<file path="src/rtl/vending_machine_param_if.sv">
// Front-end to controller bundle: coin/keypad requests in, dispense/change actuator pulses out.
interface vending_machine_param_if #(
  parameter int unsigned SEL_W    = 2,
  parameter int unsigned CREDIT_W = 6
);
  logic                coin_valid;
  logic [CREDIT_W-1:0] coin_in;
  logic                sel_valid;
  logic [SEL_W-1:0]    selection;
  logic                cancel;
  logic                restock;
  logic                product_valid;
  logic [SEL_W-1:0]    product_out;
  logic                change_valid;
  logic [CREDIT_W-1:0] coin_out;
  logic                coin_reject;
  logic                sold_out;
  logic [CREDIT_W-1:0] credit;

  modport master (
    output coin_valid, coin_in, sel_valid, selection, cancel, restock,
    input  product_valid, product_out, change_valid, coin_out, coin_reject, sold_out, credit
  );

  modport slave (
    input  coin_valid, coin_in, sel_valid, selection, cancel, restock,
    output product_valid, product_out, change_valid, coin_out, coin_reject, sold_out, credit
  );
endinterface

</file>
<file path="src/rtl/vending_machine_param.sv">
// Parametrised vending controller: credit collection, per-product stock, vend with change,
// cancel and inactivity-timeout refunds. All outputs registered.
module vending_machine_param #(
  parameter int unsigned NUM_PRODUCTS = 4,
  parameter int unsigned SEL_W        = 2,
  parameter int unsigned CREDIT_W     = 6,
  parameter int unsigned PRICE_STEP   = 5,
  parameter int unsigned MAX_CREDIT   = 40,
  parameter int unsigned STOCK_W      = 4,
  parameter int unsigned INIT_STOCK   = 3,
  parameter int unsigned TIMEOUT      = 16
) (
  input logic                   clk,
  input logic                   reset,
  vending_machine_param_if.slave bus
);
  localparam int unsigned TimerW = $clog2(TIMEOUT) + 1;

  typedef enum logic [1:0] {StIdle, StCollect, StVend, StRefund} state_e;

  state_e              state_q, state_d;
  logic [CREDIT_W-1:0] credit_q, credit_d;
  logic                pend_valid_q, pend_valid_d;
  logic [SEL_W-1:0]    pend_sel_q, pend_sel_d;
  logic [TimerW-1:0]   timer_q, timer_d;
  logic [STOCK_W-1:0]  stock_q [NUM_PRODUCTS];
  logic [STOCK_W-1:0]  stock_d [NUM_PRODUCTS];
  logic                product_valid_q, product_valid_d;
  logic [SEL_W-1:0]    product_out_q, product_out_d;
  logic                change_valid_q, change_valid_d;
  logic [CREDIT_W-1:0] coin_out_q, coin_out_d;
  logic                coin_reject_q, coin_reject_d;
  logic                sold_out_q, sold_out_d;

  logic [CREDIT_W:0]   credit_sum;
  logic                coin_ok;
  logic                sel_in_range;
  logic [STOCK_W-1:0]  sel_stock;
  logic [CREDIT_W-1:0] pend_price;

  function automatic logic [CREDIT_W-1:0] price_of(logic [SEL_W-1:0] s);
    return CREDIT_W'(PRICE_STEP * (32'(s) + 32'd1));
  endfunction

  always_comb begin
    credit_sum   = {1'b0, credit_q} + {1'b0, bus.coin_in};
    coin_ok      = (bus.coin_in == CREDIT_W'(5) || bus.coin_in == CREDIT_W'(10) ||
                    bus.coin_in == CREDIT_W'(20)) && (credit_sum <= (CREDIT_W + 1)'(MAX_CREDIT));
    sel_in_range = 32'(bus.selection) < NUM_PRODUCTS;
    pend_price   = price_of(pend_sel_q);
    sel_stock    = '0;
    for (int i = 0; i < NUM_PRODUCTS; i++) begin
      if (bus.selection == SEL_W'(i)) sel_stock = stock_q[i];
    end
  end

  always_comb begin
    state_d         = state_q;
    credit_d        = credit_q;
    pend_valid_d    = pend_valid_q;
    pend_sel_d      = pend_sel_q;
    timer_d         = timer_q;
    stock_d         = stock_q;
    product_valid_d = 1'b0;
    product_out_d   = '0;
    change_valid_d  = 1'b0;
    coin_out_d      = '0;
    coin_reject_d   = 1'b0;
    sold_out_d      = 1'b0;

    unique case (state_q)
      StIdle: begin
        timer_d = '0;
        if (bus.coin_valid) begin
          if (coin_ok) begin
            credit_d = bus.coin_in;
            state_d  = StCollect;
          end else begin
            coin_reject_d = 1'b1;
          end
        end
        if (bus.sel_valid && sel_in_range) begin
          state_d = StCollect;
          if (sel_stock != '0) begin
            pend_valid_d = 1'b1;
            pend_sel_d   = bus.selection;
          end else begin
            sold_out_d   = 1'b1;
            pend_valid_d = 1'b0;
          end
        end
        if (bus.restock) begin
          for (int i = 0; i < NUM_PRODUCTS; i++) begin
            if (bus.selection == SEL_W'(i)) stock_d[i] = STOCK_W'(INIT_STOCK);
          end
        end
      end

      StCollect: begin
        if (bus.cancel) begin
          state_d       = StRefund;
          coin_reject_d = bus.coin_valid;
        end else if (timer_q == TimerW'(TIMEOUT - 1) && !bus.coin_valid && !bus.sel_valid) begin
          state_d = StRefund;
        end else begin
          timer_d = (bus.coin_valid || bus.sel_valid) ? '0 : timer_q + TimerW'(1);
          if (bus.coin_valid) begin
            if (coin_ok) credit_d = credit_sum[CREDIT_W-1:0];
            else         coin_reject_d = 1'b1;
          end
          if (bus.sel_valid && sel_in_range) begin
            if (sel_stock != '0) begin
              pend_valid_d = 1'b1;
              pend_sel_d   = bus.selection;
            end else begin
              sold_out_d   = 1'b1;
              pend_valid_d = 1'b0;
            end
          end
          // Defer the vend while the pending selection is being replaced so VEND never
          // prices a product against credit that was only checked for the old one.
          if (pend_valid_q && credit_q >= pend_price && !(bus.sel_valid && sel_in_range)) begin
            state_d = StVend;
          end
        end
      end

      StVend: begin
        product_valid_d = 1'b1;
        product_out_d   = pend_sel_q;
        if (credit_q > pend_price) begin
          change_valid_d = 1'b1;
          coin_out_d     = credit_q - pend_price;
        end
        for (int i = 0; i < NUM_PRODUCTS; i++) begin
          if (pend_sel_q == SEL_W'(i) && stock_q[i] != '0) stock_d[i] = stock_q[i] - STOCK_W'(1);
        end
        coin_reject_d = bus.coin_valid;
        credit_d      = '0;
        pend_valid_d  = 1'b0;
        timer_d       = '0;
        state_d       = StIdle;
      end

      StRefund: begin
        if (credit_q != '0) begin
          change_valid_d = 1'b1;
          coin_out_d     = credit_q;
        end
        coin_reject_d = bus.coin_valid;
        credit_d      = '0;
        pend_valid_d  = 1'b0;
        timer_d       = '0;
        state_d       = StIdle;
      end

      default: state_d = StIdle;
    endcase
  end

  always_ff @(posedge clk) begin
    if (reset) begin
      state_q         <= StIdle;
      credit_q        <= '0;
      pend_valid_q    <= 1'b0;
      pend_sel_q      <= '0;
      timer_q         <= '0;
      product_valid_q <= 1'b0;
      product_out_q   <= '0;
      change_valid_q  <= 1'b0;
      coin_out_q      <= '0;
      coin_reject_q   <= 1'b0;
      sold_out_q      <= 1'b0;
      for (int i = 0; i < NUM_PRODUCTS; i++) stock_q[i] <= STOCK_W'(INIT_STOCK);
    end else begin
      state_q         <= state_d;
      credit_q        <= credit_d;
      pend_valid_q    <= pend_valid_d;
      pend_sel_q      <= pend_sel_d;
      timer_q         <= timer_d;
      product_valid_q <= product_valid_d;
      product_out_q   <= product_out_d;
      change_valid_q  <= change_valid_d;
      coin_out_q      <= coin_out_d;
      coin_reject_q   <= coin_reject_d;
      sold_out_q      <= sold_out_d;
      stock_q         <= stock_d;
    end
  end

  assign bus.product_valid = product_valid_q;
  assign bus.product_out   = product_out_q;
  assign bus.change_valid  = change_valid_q;
  assign bus.coin_out      = coin_out_q;
  assign bus.coin_reject   = coin_reject_q;
  assign bus.sold_out      = sold_out_q;
  assign bus.credit        = credit_q;
endmodule

</file>
<file path="src/flat_wrapper.sv">
// flat-port wrapper written by rule: the top's interface ports become plain ports
module vending_machine_param_flat 
#(
  parameter int unsigned NUM_PRODUCTS = 4,
  parameter int unsigned SEL_W        = 2,
  parameter int unsigned CREDIT_W     = 6,
  parameter int unsigned PRICE_STEP   = 5,
  parameter int unsigned MAX_CREDIT   = 40,
  parameter int unsigned STOCK_W      = 4,
  parameter int unsigned INIT_STOCK   = 3,
  parameter int unsigned TIMEOUT      = 16
)
  (clk, reset, bus_coin_valid, bus_coin_in, bus_sel_valid, bus_selection, bus_cancel, bus_restock, bus_product_valid, bus_product_out, bus_change_valid, bus_coin_out, bus_coin_reject, bus_sold_out, bus_credit);
  vending_machine_param_if #(.SEL_W(SEL_W), .CREDIT_W(CREDIT_W)) bus_i ();
  input logic clk;
  input logic reset;
  input wire logic [$bits(bus_i.coin_valid)-1:0] bus_coin_valid;
  input wire logic [$bits(bus_i.coin_in)-1:0] bus_coin_in;
  input wire logic [$bits(bus_i.sel_valid)-1:0] bus_sel_valid;
  input wire logic [$bits(bus_i.selection)-1:0] bus_selection;
  input wire logic [$bits(bus_i.cancel)-1:0] bus_cancel;
  input wire logic [$bits(bus_i.restock)-1:0] bus_restock;
  output wire logic [$bits(bus_i.product_valid)-1:0] bus_product_valid;
  output wire logic [$bits(bus_i.product_out)-1:0] bus_product_out;
  output wire logic [$bits(bus_i.change_valid)-1:0] bus_change_valid;
  output wire logic [$bits(bus_i.coin_out)-1:0] bus_coin_out;
  output wire logic [$bits(bus_i.coin_reject)-1:0] bus_coin_reject;
  output wire logic [$bits(bus_i.sold_out)-1:0] bus_sold_out;
  output wire logic [$bits(bus_i.credit)-1:0] bus_credit;
  assign bus_i.coin_valid = bus_coin_valid;
  assign bus_i.coin_in = bus_coin_in;
  assign bus_i.sel_valid = bus_sel_valid;
  assign bus_i.selection = bus_selection;
  assign bus_i.cancel = bus_cancel;
  assign bus_i.restock = bus_restock;
  assign bus_product_valid = bus_i.product_valid;
  assign bus_product_out = bus_i.product_out;
  assign bus_change_valid = bus_i.change_valid;
  assign bus_coin_out = bus_i.coin_out;
  assign bus_coin_reject = bus_i.coin_reject;
  assign bus_sold_out = bus_i.sold_out;
  assign bus_credit = bus_i.credit;
  vending_machine_param #(.NUM_PRODUCTS(NUM_PRODUCTS), .SEL_W(SEL_W), .CREDIT_W(CREDIT_W), .PRICE_STEP(PRICE_STEP), .MAX_CREDIT(MAX_CREDIT), .STOCK_W(STOCK_W), .INIT_STOCK(INIT_STOCK), .TIMEOUT(TIMEOUT)) u_core (.clk(clk), .reset(reset), .bus(bus_i));
endmodule
</file>
<file path="config.mk">
export PLATFORM = sky130hd
export DESIGN_NAME = vending_machine_param_flat
export DESIGN_NICKNAME = d
export VERILOG_FILES = /design/src/rtl/vending_machine_param_if.sv /design/src/rtl/vending_machine_param.sv /design/src/flat_wrapper.sv
export SDC_FILE = /design/constraint.sdc
export NUM_CORES = 1
export LEC_CHECK = 0
export CAP_MARGIN = 20
export CORE_MARGIN = 1.5
export CORE_UTILIZATION = 50
export CTS_CLUSTER_SIZE = 20
export DETAILED_ROUTE_END_ITERATION = 7
export GPL_TIMING_DRIVEN = 0
export PLACE_DENSITY_LB_ADDON = 0.05
export SETUP_SLACK_MARGIN = 0.02
export SLEW_MARGIN = 15
export SYNTH_ARGS = -nofsm -noshare
export SYNTH_HDL_FRONTEND = slang
export SYNTH_SLANG_ARGS = --single-unit
</file>
<file path="constraint.sdc">
create_clock -name clk -period 7.8 [get_ports clk]
set_input_delay 1.95 -clock clk [delete_from_list [all_inputs] [get_ports clk]]
set_output_delay 1.95 -clock clk [all_outputs]
set_load 0.05 [all_outputs]
</file>
After elaboration in Yosys (flattened, before gate mapping)
Index checks and enable logic that the tools add are counted.
{"block": "word_totals", "regBits": 44, "inputBits": 14, "out_inout_bits": 18, "elab_cells": 154}
{"block": "op_classes", "n_addsub": 8, "mul": 1, "order_cmp": 3, "n_eq_ne": 31, "muxes": 59, "bitwise_logic": 1, "n_reduce_logical": 36}
{"op": "4-bit 2-to-1 mux", "n": 12}
{"op": "6-bit 2-to-1 mux", "n": 8}
{"op": "3-bit by 32-bit multiplier with 6-bit output (first input constant)", "n": 1}
{"op": "16-bit one-hot mux with 2 select lines", "n": 1}
{"op": "2-bit 2-to-1 mux", "n": 10}
{"op": "2-bit by 1-bit inequality test with 1-bit output (second input constant)", "n": 10}
{"op": "4-bit nonzero test", "n": 5}
{"op": "6-bit one-hot mux with 3 select lines", "n": 1}
{"op": "16-bit 2-to-1 mux", "n": 1}
{"op": "4-bit AND reduction", "n": 4}
{"op": "4-bit by 1-bit subtractor with 4-bit output (second input constant)", "n": 4}
{"op": "1-bit 2-to-1 mux", "n": 15}
{"op": "5-bit 2-to-1 mux", "n": 3}
{"op": "2-bit equality test (second input constant)", "n": 6}
{"op": "6-bit one-hot mux with 2 select lines", "n": 1}
{"op": "2-bit inequality test (second input constant)", "n": 5}
{"op": "5-bit one-hot mux with 2 select lines", "n": 1}
{"op": "1-bit logical AND", "n": 9}
{"op": "6-bit by 6-bit adder with 7-bit output", "n": 1}
{"op": "7-bit by 6-bit <= comparator with 1-bit output (second input constant)", "n": 1}
{"op": "2-bit by 1-bit equality test with 1-bit output (second input constant)", "n": 3}
{"op": "6-bit by 3-bit equality test with 1-bit output (second input constant)", "n": 1}
{"op": "6-bit by 4-bit equality test with 1-bit output (second input constant)", "n": 1}
{"op": "6-bit by 5-bit equality test with 1-bit output (second input constant)", "n": 1}
{"op": "24 further kinds", "n": 34}

Logic depth before layout (Yosys ltp)
{"block": "depth", "ltp_word": 11, "depth_mapped": 9, "depth_no_buf": 9}

Least setup slack after synthesis
Ideal clock, no wire load.
{"block": "synth_timing", "path_type": "input -> register", "startpoint": "input port bus_coin_in[0]", "endpoint": "register u_core.credit_q[0] (netlist: u_core.bus.credit[0])", "setup_time_ps": 133, "arrival_time_ps": 3746, "required_time_ps": 7667, "path_slack_ps": 3920, "path_stages": 7, "path_buffers": 0, "path_cell_list": "ha_1 fa_1 a211oi_1 o21bai_1 a221oi_1 o211ai_2 mux2i_1"}
{"block": "synth_between", "elab_chain_len": 6, "word_cells_on_any_way": 18, "cone_classes": "add/sub (1); order compare (1); eq/ne (5); mux (7); reduce/logical (4)"}
{"element": "from (decl)", "line_no": "flat_wrapper.sv:18", "text": "input wire logic [$bits(bus_i.coin_in)-1:0] bus_coin_in;"}
{"element": "parallel branches: the longest is 6 deep, another holds 6-bit by 6-bit adder with 7-bit output"}
{"element": "to (signal assigned)", "line_no": "vending_machine_param.sv:177", "text": "credit_q <= credit_d;"}
{"element": "to (decl)", "line_no": "vending_machine_param.sv:22", "text": "logic [CREDIT_W-1:0] credit_q, credit_d;"}
Parallel ways; which one is timed is not known. The select of a mux whose other input is x is not followed.
A chain may end at the register's enable or synchronous reset.

Final worst setup path
Ends and elaborated chain as after synthesis.

==> metrics <==
status finished clean; CTS Hold Bufs 0; internal power 0.331 mW; pin count of the biggest net entering global routing 13; Setup TNS Final 0 ps; CTS Sinks 44; P&R area growth vs syn 16.5%; layout cell share with drive strength beyond 1 0.0618; Post-CTS Resized 0; Netlist cell types 57; Yosys reg bits 44; DRC violations left 0; first-pass GRT wire length 10800 um; adder and majority cell fraction of the synthesized area 0.132; initial cell density of the core 0.519; Worst Setup SP bus_coin_in[0]; Rel. slew slack 0.396; simple-gate area share of the yosys netlist 0.254; global placer's final weighted congestion 0.873; slowest CP cell clkdlybuf4s50_1; Final Critical Period between 4000 and 5000 ps; ys flop type dfxtp_1; clock skew roughly 3.5 ps; hold crit path type flop to flop; die area 6180 um^2; CP endpoint kind flop; setup bufs post-CTS 0; post-synth top area cell dfxtp_1; Root Driver clkbuf_8; Sw Ratio 0.271; DIE WIDTH 78.6 um; worst hold path depth 2; Ports 32; Worst EP arrival 4650 ps; Cell Area, Synth 2860 um^2; Syn Area/Cell around 8.5 um^2; WP data required 7960 ps; total number of vias 2509; Comb power frac 0.160; Post-synth EDFFs 0; WL/cell 14.4 um; Total GRT Usage 0.219; Remaining Overflow, GRT 0; Area contributors post-synth dfxtp_1 31%, ha_1 12%, nand2_1 3.9%; n_diodes 0; H-Tree Depth 2; total leakage power 1.43 nW; Fin. Hold Viols 0; main combinational cell family by area after synthesis simple AND/OR/NAND/NOR gates; Clk network pwr share 0.328; commonest non-fill, non-tap cell in the layout dfxtp_1; Synth Area in Compound Gates 0.182; # rows 27; vias per std cell 5.65; Achievable Freq 223 MHz; crit path kind input pin to flop; top cell type's share of synthesized area 0.308; switching power roughly 0.12 mW; XOR/XNOR share of the synthesized area 0.0337; origin of the critical flop-to-flop path u_core.pend_sel_q[0]$_SDFFE_PP0P_; most frequent cells in the layout 44 x dfxtp_1, 30 x nand2_1, 29 x clkdlybuf4s50_1, 27 x nor2_1, 27 x ha_1; Post-synth ARST share 0; type of origin of the critical path input pin; chip height a little under 80 um; CTS Buf Count 5; Finished Cell Area 3330 um^2; Worst R2R Path Depth 9; max cap viols 0; Syn Nets between 300 and 400; VDD IR-drop max 81.4 uV; initial antenna violation count 0; Buffers on Ports 29; multiplexer share of the synthesized area 0.0438; ratio of final minimum period to clock period 0.576; Power, Total 0.454 mW; Post-DP HPWL 4810 um; RSZ-0062 raised after global routing false; latest clock arrival within the worst-skew pair 290 ps; Worst Path Max Fanout 6; crit-path cells clkdlybuf4s50_1 -> ha_1 -> fa_1 -> a211oi_1 -> o21bai_1 -> a221oi_1 -> o211ai_2 -> mux2i_1; sequential-to-total area share from yosys stat 0.308; Min-Delay Startpoint u_core.timer_q[4]$_SDFFE_PP0P_; Pins Over Slew Limit 0; Flop pwr share 0.511; clock buffer depth 2; vias in the first global route 2314; first-pass iteration count of the detailed router 4; Std-Cell Core Area about 5500 um^2; synthesized instance count 335; max incr delay on CP 490 ps; Syn. warnings 0; Worst Max-Slew Pin Slew 905 ps; final net count 414; CTS tree done; Routed Antenna Nets 0; Cell Area, Placed 3240 um^2; total routed wirelength approximately 6400 um; Reg clk slew, reported paths about 80 ps; Layout fillers 513; initial drt markers 114; Pwr per Cell Area 136 nW/um^2; Finish-stage setup viols 0
[power groups by stage]
stage	Sequential, mW	Clock [mW]	Combinational [mW]
2_1_floorplan	0.238	0	0.0485
3_3_place_gp	0.237	0	0.0720
3_5_place_dp	0.237	0	0.0727
4_1_cts	0.232	0.154	0.0733
5_1_grt	0.233	0.163	0.0808
6_report	0.232	0.149	0.0728
[cells in the mapped netlist (all sizes together), types with 8 or more instances]
cell type / number
a21oi: 15
dfxtp: 44
ha: 27
inv: 23
mux2i: 8
nand2: 30
nor2: 27
nor3: 12
o21ai: 16
[kinds of logic (layout without fill, tap and decap cells)]
kind of cell | after synthesis | after routing
AND/OR/NAND/NOR | 132 | 132
AO/OA/AOI/OAI | 75 | 75
flip-flops | 44 | 44
buffers and inverters | 33 | 70
adder cells (fa/ha/maj) | 29 | 29
XOR/XNOR | 11 | 11
multiplexers | 11 | 11
[registers in the layout, summed over array words and instances (netlist names)]
register	flops
u_core.bus.change_valid	1
u_core.state_q	2
u_core.bus.coin_out	6
u_core.pend_valid_q	1
u_core.bus.credit	6
u_core.pend_sel_q	2
u_core.bus.sold_out	1
u_core.stock_q	16
u_core.bus.coin_reject	1
u_core.timer_q	5
u_core.bus.product_valid	1
u_core.bus.product_out	2
[metrics by stage]
stage          cells  worst slack (ps)   util  hold WS, ps
2_1_floorplan    335              3920      -          454
3_3_place_gp     436              3070  0.588          467
3_5_place_dp     436              3020  0.588          487
4_1_cts          444              3340  0.604          504
5_1_grt          444              3150  0.604          544
6_report         444              3310  0.604          497
[per-layer routing]
layer,track usage,up-vias,part of all wire
met5,0,-,0
met4,0.0554,0,0.0085
met3,0.0384,6,0.043
met2,0.359,49,0.45
met1,0.296,1164,0.49
li1,-,1290,-
[worst paths after layout]
check,endpoint,slack (ps)
worst max-delay path,u_core.bus.credit[0]$_SDFFE_PP0P_,3310
worst min-delay path,u_core.timer_q[4]$_SDFFE_PP0P_,500
worst max register to register,u_core.bus.coin_out[1]$_SDFF_PP0_,5040
worst min register to register,u_core.timer_q[4]$_SDFFE_PP0P_,500
[layout make-up]
class,instances,area (um^2),share of cell area
Buffer,10,47.5,0.0143
Clock buffer,8,90.1,0.0271
Inverter,23,86.3,0.0259
Multi-Input combinational cell,258,1840,0.554
Sequential cell,44,881,0.265
Tap cell,72,90.1,0.0271
Timing Repair Buffer,29,290,0.0872
[worst max-delay path, delay by kind of cell]
kind	cells	cell delay, ps
AO/OA/AOI/OAI	4	1350
buffers and inverters	1	490
multiplexers	1	190
adder cells (fa/ha/maj)	2	660
(Power assumes the default switching activity.)
